## src/rtl/frame_buf_reader.sv

```systemverilog
// frame_buf_reader: streams one frame of NUM_WORDS words from a synchronous-read
// data memory onto a valid/ready interface, tagging the first word SOF and the
// last word EOF. A 2-entry buffer absorbs the one-cycle memory read latency.
//
// Ports:
//   clk, reset       rising-edge clock, synchronous active-low reset
//   start            frame request, sampled only while idle
//   mem_rd_en        memory read enable, active-low
//   mem_rd_addr      memory read address
//   mem_rd_data      memory read data, valid the cycle after a read issue
//   out_data         streamed word
//   out_valid        out_data valid
//   out_ready        sink ready
//   out_sof/out_eof  first/last word markers
//   busy             frame in progress
//   done             one-cycle pulse in the cycle the EOF word transfers
module frame_buf_reader #(
    parameter int unsigned DATA_WIDTH = 16,
    parameter int unsigned ADDR_WIDTH = 3,
    parameter int unsigned NUM_WORDS  = 8
) (
    input  logic                  clk,
    input  logic                  reset,
    input  logic                  start,
    output logic                  mem_rd_en,
    output logic [ADDR_WIDTH-1:0] mem_rd_addr,
    input  logic [DATA_WIDTH-1:0] mem_rd_data,
    output logic [DATA_WIDTH-1:0] out_data,
    output logic                  out_valid,
    input  logic                  out_ready,
    output logic                  out_sof,
    output logic                  out_eof,
    output logic                  busy,
    output logic                  done
);

    localparam logic [1:0] ST_IDLE  = 2'd0;
    localparam logic [1:0] ST_READ  = 2'd1;
    localparam logic [1:0] ST_DRAIN = 2'd2;

    localparam logic [ADDR_WIDTH-1:0] LAST_ADDR = ADDR_WIDTH'(NUM_WORDS - 1);

    logic [1:0]            state;
    logic [1:0]            state_nxt;
    logic [ADDR_WIDTH-1:0] addr;
    logic [ADDR_WIDTH-1:0] addr_nxt;

    // Buffer bookkeeping: count of stored words, 1-bit head/tail pointers.
    logic [1:0]            count;
    logic                  head;
    logic                  tail;
    logic [DATA_WIDTH-1:0] buf_data [2];
    logic [1:0]            buf_sof;
    logic [1:0]            buf_eof;

    // Read issued last cycle, with the tags of the address it was issued to.
    logic                  inflight;
    logic                  inflight_sof;
    logic                  inflight_eof;

    logic [1:0]            occ;
    logic                  xfer;
    logic                  issue;

    assign out_valid   = (count != 2'd0);
    assign out_data    = buf_data[head];
    assign out_sof     = out_valid & buf_sof[head];
    assign out_eof     = out_valid & buf_eof[head];
    assign busy        = (state != ST_IDLE);
    assign mem_rd_addr = addr;
    assign mem_rd_en   = ~issue;

    assign xfer = out_valid & out_ready;
    // Words already committed to the buffer: stored plus the one still in flight.
    assign occ  = count + 2'(inflight);

    // Next-state, address and issue logic.
    always_comb begin
        state_nxt = state;
        addr_nxt  = addr;
        issue     = 1'b0;
        done      = 1'b0;
        case (state)
            ST_IDLE: begin
                if (start) begin
                    state_nxt = ST_READ;
                    addr_nxt  = '0;
                end
            end
            ST_READ: begin
                // A slot frees up this cycle if the head word transfers.
                issue = (occ < 2'd2) || ((occ == 2'd2) && xfer);
                if (issue) begin
                    if (addr == LAST_ADDR) begin
                        state_nxt = ST_DRAIN;
                    end else begin
                        addr_nxt = addr + ADDR_WIDTH'(1);
                    end
                end
            end
            ST_DRAIN: begin
                if (xfer && buf_eof[head]) begin
                    state_nxt = ST_IDLE;
                    addr_nxt  = '0;
                    done      = 1'b1;
                end
            end
            default: begin
                state_nxt = ST_IDLE;
                addr_nxt  = '0;
            end
        endcase
    end

    // State and control registers.
    always_ff @(posedge clk) begin
        if (!reset) begin
            state        <= ST_IDLE;
            addr         <= '0;
            count        <= 2'd0;
            head         <= 1'b0;
            tail         <= 1'b0;
            inflight     <= 1'b0;
            inflight_sof <= 1'b0;
            inflight_eof <= 1'b0;
        end else begin
            state        <= state_nxt;
            addr         <= addr_nxt;
            inflight     <= issue;
            inflight_sof <= issue && (addr == '0);
            inflight_eof <= issue && (addr == LAST_ADDR);
            count        <= count + 2'(inflight) - 2'(xfer);
            if (inflight) begin
                tail <= ~tail;
            end
            if (xfer) begin
                head <= ~head;
            end
        end
    end

    // Buffer storage; tags are masked by out_valid so no reset is needed here.
    always_ff @(posedge clk) begin
        if (inflight) begin
            buf_data[tail] <= mem_rd_data;
            buf_sof[tail]  <= inflight_sof;
            buf_eof[tail]  <= inflight_eof;
        end
    end

endmodule

```

## config.mk

```make
export PLATFORM = sky130hd
export DESIGN_NAME = frame_buf_reader
export DESIGN_NICKNAME = d
export VERILOG_FILES = /design/src/rtl/frame_buf_reader.sv
export SDC_FILE = /design/constraint.sdc
export NUM_CORES = 1
export LEC_CHECK = 0
export CAP_MARGIN = 20
export CORE_MARGIN = 2
export CORE_UTILIZATION = 49
export DETAILED_ROUTE_END_ITERATION = 16
export GPL_TIMING_DRIVEN = 0
export PLACE_DENSITY = 0.83
export SLEW_MARGIN = 0
export SYNTH_ARGS = -nofsm -noshare
export SYNTH_HDL_FRONTEND = slang
export SYNTH_SLANG_ARGS = --single-unit
```

## constraint.sdc

```tcl
create_clock -name clk -period 2 [get_ports clk]
set_clock_uncertainty 0.1 [all_clocks]
set_input_delay 0.4 -clock clk [delete_from_list [all_inputs] [get_ports clk]]
set_output_delay 0.4 -clock clk [all_outputs]
set_load 0.01 [all_outputs]
```

==> results by group, run 1 <==
Status
  – Status: complete, but fails checks
  – Failing checks: negative setup slack

STA
  – Slew @ Worst Pin: 0.931 ns
  – Min cycle time layout: 2.12 ns
  – Worst rel slew slack: 37.6%
  – Hold_ws: 0.332 ns
  – Max-slew violations: 0
  – Final worst path period share: 106%
  – Final Hold Fails: 0
  – RSZ-0062 raised after global routing: true
  – Final setup margin: -0.124 ns
  – Final setup viols: 1
  – Fmax: 0.471 GHz

Placed design
  – Port bufs: 44
  – Post-DP Area: 2470 um2
  – HPWL after DPL: 2410 um
  – GPL Wtd Cong: 0.724

Detailed routing
  – TritonRoute pass-1 iters: 4
  – Vias post-DR: 1146
  – Routed len/inst: 15.1 um
  – Vias per cell: 4.94
  – Routed WL: 3490 um
  – Detail Route Antenna Nets: 0
  – DR iter-0 viols: 45
  – Number of remaining DRC errors: 0

Clocking
  – Post-CTS Hold Buffers: 0
  – Clock Latency Late Sink: 0.29 ns
  – Number of H-tree levels: 2
  – Clock buffer depth: 2
  – Clock-pin slew on the worst setup and hold paths: 0.09 ns
  – Clk root buf: clkbuf_8
  – CTS tree: built
  – Sink Count: 49
  – CTS Buf Count: 5

Setup path
  – CP Data Required Time: 1.50 ns
  – Worst setup SP type: flop
  – Crit path DAT: 1.62 ns
  – Reg-to-reg endpoint: mem_rd_addr[1]
  – R2R Setup Slk: 0.16 ns
  – Depth of the most critical reg-to-reg path: 6
  – Reg2reg start: count[0]
  – Crit Path Max Fanout: 3
  – Crit Path Class: reg2out
  – CP endpoint kind: primary output

Global route
  – GRT Residual Overflow: 0
  – Largest net degree at the start of global routing: 20
  – Initial antenna violation count: 0
  – First-pass GRT wire length: 5310 um
  – Total global-route track usage: 16.4%
  – Number of global-route vias before repair: 1140

Synth
  – Seq/Total Area, Yosys: 68.1%
  – Number of cells produced by synthesis: 122
  – Distinct cell type count after synthesis: 32
  – Post-Syn Nets: 147
  – Synth warn: 0
  – FF+latch count, synth: 49
  – Mapped Area: 1970 um2
  – Syn avg cell area: 16.1 um2

Min path
  – Hold EP: buf_sof[1]
  – Hold wc startpoint: inflight_sof
  – Worst hold path stage count: 0
  – Hold WC Path Type: reg2reg

Power
  – Worst vdd ir: 0.776 mV
  – Clock power frac: 23.0%
  – Static Leakage: 0.00103 uW
  – Sw Ratio: 27.2%
  – Reg power frac: 42.2%
  – P_sw: 819 uW
  – Internal power: 2190 uW
  – Gate power share: 34.8%
  – Cell Pwr Density: 1110 nW/um2

Floorplan
  – Area of the core: 3940 um2
  – Die area: 4540 um2
  – IO Count: 45
  – Die width: 67.4 um
  – Number of core rows: 23
  – Height of the die: 67.4 um
  – Starting density of the core: 50.0%

Finish
  – N_diodes: 0
  – Multi-input logic area: 643 um2
  – FILL cells: 255
  – Most common cell after layout, fill and taps aside: edfxtp_1
  – Layout area overhead: 37.1%
  – Layout cells sized above 1: 39.0%
  – Final instance area: 2700 um2
  – # nets final: 206
  – Register area: 1360 um2
  – Most frequent cells in the layout: edfxtp_1, clkdlybuf4s50_1, mux2_2

Flow run
  – Max Cap Viol: 0
==> cells by family (layout without fill, tap and decap cells) <==
| logic type | count (synthesis) | in the layout | share of synthesized area, % |
|---|---|---|---|
| multiplexers | 19 | 19 | 10.7 |
| buffers and inverters | 7 | 67 | 1.46 |
| AO/OA/AOI/OAI | 9 | 9 | 4.70 |
| flip-flops | 49 | 49 | 68.1 |
| AND/OR/NAND/NOR | 30 | 30 | 10.5 |
| adder cells (fa/ha/maj) | 5 | 5 | 3.18 |
| XOR/XNOR | 3 | 3 | 1.33 |
==> stage by stage <==
stage	power (uW)	util (%)	std cells	setup WS, ns	TNS, ns
floorplan	1780	-	122	0.226	0
global placement	2130	62.7	216	-0.504	-3.51
detailed placement	2160	62.8	216	-0.492	-1.90
CTS	2950	67.3	229	-0.143	-0.143
global route	3150	68.5	232	-0.210	-0.211
finish	3010	68.5	232	-0.124	-0.124
==> routing by layer <==
metal / share of wire (%) / GRT usage [%]
met1: 42 / 19.1
met4: 1.5 / 6.12
met5: 0 / 0
met2: 51 / 28.0
met3: 5.8 / 5.50
==> critical path, stage by stage, from the launching register on <==
cell	delay (ns)
dfxtp_4	0.37
ha_4	0.24
nand3b_1	0.20
a22o_4	0.28
nor2_2	0.07
nand2_1	0.05
buf_2	0.13
==> sequential cells by signal, summed over array words and instances (netlist names), named ones only <==
signal	flops
state	2
inflight_eof	1
head	1
mem_rd_addr	3
inflight	1
inflight_sof	1
buf_sof	2
count	2
buf_eof	2
buf_data	32
tail	1
==> worst max-delay path by stage <==
| stage | from | cells past startpoint | end |
|---|---|---|---|
| 4_1_cts | count[0] | 6 | mem_rd_en |
| 3_5_place_dp | out_ready | 5 | done |
| 6_report | count[0] | 6 | mem_rd_en |
| 5_1_grt | count[0] | 6 | mem_rd_en |
| 2_1_floorplan | count[0] | 5 | mem_rd_en |
| 3_3_place_gp | out_ready | 5 | done |
==> Yosys cell counts, drive strengths merged <==
| master | count | area, um2 |
|---|---|---|
| edfxtp | 36 | 1080 |
| mux2 | 17 | 191 |
| dfxtp | 13 | 260 |
| nor2b | 6 | 40.0 |
| and2 | 5 | 31.3 |
| ha | 5 | 62.6 |
| inv | 5 | 18.8 |
| nor2 | 5 | 26.3 |
| a22o | 3 | 37.5 |
| nand2 | 3 | 13.8 |
| xnor2 | 3 | 26.3 |
| and2b | 2 | 17.5 |
| buf | 2 | 10.0 |
| mux2i | 2 | 20.0 |
| nand2b | 2 | 12.5 |
| nand3b | 2 | 15.0 |
| or2 | 2 | 12.5 |
| a221oi | 1 | 15.0 |
| a32o | 1 | 10.0 |
| and3b | 1 | 8.76 |
| nor3 | 1 | 16.3 |
| nor3b | 1 | 12.5 |
| o21a | 1 | 7.51 |
| o21ai | 1 | 5.00 |
| o221a | 1 | 11.3 |
| o22ai | 1 | 6.26 |
==> power groups by stage <==
stage	Combinational, uW	Sequential, uW	Clock, uW
after floorplan	528	1250	0
after global placement	874	1260	0
after detailed placement	899	1260	0
after CTS	987	1260	701
after global routing	1120	1280	753
final	1050	1270	693
==> what timing repair did <==
action	CTS	global route
resized for setup	61	19
endpoints found under the setup margin	20	10
buffers inserted	4	4
gates cloned	1	0
pin swaps	1	2
==> area by class of cell <==
| cell class | instances | share of cell area [%] |
|---|---|---|
| clock inverter | 3 | 1.71 |
| tap | 50 | 2.32 |
| buffer | 2 | 1.11 |
| timing repair buffer | 52 | 17.6 |
| sequential | 49 | 50.2 |
| inverter | 5 | 0.695 |
| multi-input combinational | 66 | 23.8 |
| clock buffer | 5 | 2.55 |
Note: power is estimated with default switching activity, not from simulation.
==> run 2, diff against run 1 <==
Settings changed: MAX_ROUTING_LAYER from default to met4.
Clock period 2 ns to 2.2 ns, I/O delays scaled along.
==> run 2 against run 1 <==
Net effect:
- critical path type unchanged
- global-route usage shrank 0.33 points
- worst hold slack improved by 0.0033 ns
- non-clock buffer count shrank 5
- sequential share of layout area grew 0.76 points
- critical path depth did not move
- clock power is 9.5% lower
- setup slack improved by 0.17 ns
- the run now ends clean
- highest routed layer unchanged
- sequential power fell by 10%
- combinational power fell by 19%
- design area decreased by 2.0%
==> results by group, run 2 (synthesis results as in run 1) <==
Floorplan
  – Die area: 4540 um2
  – Area of the core: 3940 um2
  – IO Count: 45
  – Height of the die: 67.4 um
  – Starting density of the core: 50.0%
  – Die width: 67.4 um
  – Number of core rows: 23

Detailed routing
  – DR iter-0 viols: 52
  – Vias per cell: 4.89
  – Vias post-DR: 1110
  – Routed WL: 3350 um
  – Detail Route Antenna Nets: 0
  – Routed len/inst: 14.8 um
  – Number of remaining DRC errors: 0
  – TritonRoute pass-1 iters: 4

Placed design
  – Port bufs: 44
  – GPL Wtd Cong: 0.732
  – HPWL after DPL: 2410 um
  – Inst Count DP: 216

Power
  – Clock power frac: 23.9%
  – Static Leakage: 0.000951 uW
  – Gate power share: 32.6%
  – Power Total: 2620 uW
  – Reg power frac: 43.6%
  – Worst vdd ir: 0.693 mV
  – P_sw: 704 uW
  – Sw Ratio: 26.8%
  – Cell Pwr Density: 992 nW/um2
  – Internal power: 1920 uW

Clocking
  – Number of H-tree levels: 2
  – Clock buffer depth: 2
  – CTS tree: built
  – Sink Count: 49
  – Clock Latency Late Sink: 0.30 ns
  – Clk root buf: clkbuf_8
  – Post-CTS Hold Buffers: 0
  – CTS Buf Count: 5
  – Clock-pin slew on the worst setup and hold paths: 0.08 ns

Min path
  – Hold EP: buf_eof[0]
  – Hold wc startpoint: inflight_eof
  – Hold WC Path Type: reg2reg
  – Worst hold path stage count: 0

Setup path
  – Reg2reg start: count[0]
  – Crit Path Max Fanout: 3
  – Reg-to-reg endpoint: mem_rd_addr[0]
  – Crit Path Class: reg2out
  – CP Data Required Time: 1.66 ns
  – Worst setup SP type: flop
  – Crit path DAT: 1.61 ns
  – Depth of the most critical reg-to-reg path: 6
  – R2R Setup Slk: 0.38 ns
  – CP endpoint kind: primary output

STA
  – Max-slew violations: 0
  – RSZ-0062 raised after global routing: true
  – Worst rel slew slack: 36.9%
  – Final Hold Fails: 0
  – Final setup viols: 0
  – Fmax: 0.464 GHz
  – Hold_ws: 0.335 ns
  – Slew @ Worst Pin: 0.942 ns
  – Final worst path period share: 97.9%
  – Min cycle time layout: 2.15 ns

Finish
  – Layout cells sized above 1: 29.4%
  – Final Non-Filler Cells: 227
  – # nets final: 201
  – N_diodes: 0
  – Max FFs per register: 32
  – Most frequent cells in the layout: edfxtp_1, clkdlybuf4s50_1, mux2_2
  – Most common cell after layout, fill and taps aside: edfxtp_1
  – Largest reg by FF count: buf_data
  – Layout area overhead: 34.3%

Global route
  – First-pass GRT wire length: 5090 um
  – Total global-route track usage: 16.0%
  – GRT Residual Overflow: 0
  – Largest net degree at the start of global routing: 20
  – Initial antenna violation count: 0
  – Number of global-route vias before repair: 1133

Status
  – Status: completed

Flow run
  – Max Cap Viol: 0
[run 2: changes by cell type in the layout (fill, tap and decap cells not counted), moves of 2 or more]
cell             before  now
buf_2                 5    1
buf_4                 7    4
buf_6                 2    0
clkbuf_2              4    0
clkdlybuf4s15_1       3    0
clkdlybuf4s50_1      22   31
dfxtp_1               6   10
dfxtp_2               5    2
dlygate4sd2_1         6   11
dlymetal6s2s_1        2    0
mux2_2               15   17
mux2_4                2    0
[run 2: power groups by stage]
stage	combinational (uW)	clock, uW	sequential [uW]
floorplan	480	0	1140
global placement	794	0	1140
CTS	832	638	1150
global route	928	678	1150
detailed placement	818	0	1150
finish	854	627	1140
[run 2: what timing repair did]
item | in CTS | in global routing
resized for setup | 28 | 3
pin swaps | 1 | 1
endpoints found under the setup margin | 13 | 2
setup buffers | 2 | 1
[run 2: worst max-delay path, cell delays in order (launching register included)]
cell and delay [ns]:
dfxtp_4 0.36, ha_4 0.23, nand3b_1 0.19, a22o_4 0.28, nor2_2 0.07, nand2_1 0.05, buf_2 0.14
[run 2: layout make-up]
| class | instances | area, um2 |
|---|---|---|
| fill | 260 | 1300 |
| clock buffer | 5 | 68.8 |
| inverter | 5 | 18.8 |
| sequential | 49 | 1350 |
| clock inverter | 3 | 46.3 |
| multi-input combinational | 66 | 633 |
| buffer | 2 | 22.5 |
| timing repair buffer | 47 | 445 |
| tap | 50 | 62.6 |
[run 2: stage by stage]
stage | setup WS [ns] | TNS [ns] | util [%] | area [um2]
floorplan | 0.386 | 0 | - | 1970
global placement | -0.384 | -0.709 | 62.7 | 2470
detailed placement | -0.372 | -0.725 | 62.8 | 2470
CTS | -0.00140 | -0.00140 | 66.6 | 2630
global route | -0.0394 | -0.0394 | 67.1 | 2650
finish | 0.0454 | 0 | 67.1 | 2650
[run 2: worst max-delay path by stage]
stage / from / end / slack (ns)
finish: count[0] / mem_rd_en / 0.05
global route: count[0] / mem_rd_en / -0.04
CTS: count[0] / mem_rd_en / -0.001
detailed placement: out_ready / done / -0.37
global placement: out_ready / done / -0.38
floorplan: count[0] / mem_rd_en / 0.39
[run 2: layer usage]
| layer | up-vias | routed length [um] | global-route usage (%) | share of wire [%] |
|---|---|---|---|---|
| li1 | 555 | - | - | - |
| met1 | 521 | 1390 | 17.4 | 42 |
| met2 | 28 | 1710 | 27.1 | 51 |
| met3 | 6 | 204 | 5.50 | 6.1 |
| met4 | 0 | 47 | 6.12 | 1.4 |
| met5 | - | 0 | - | 0 |
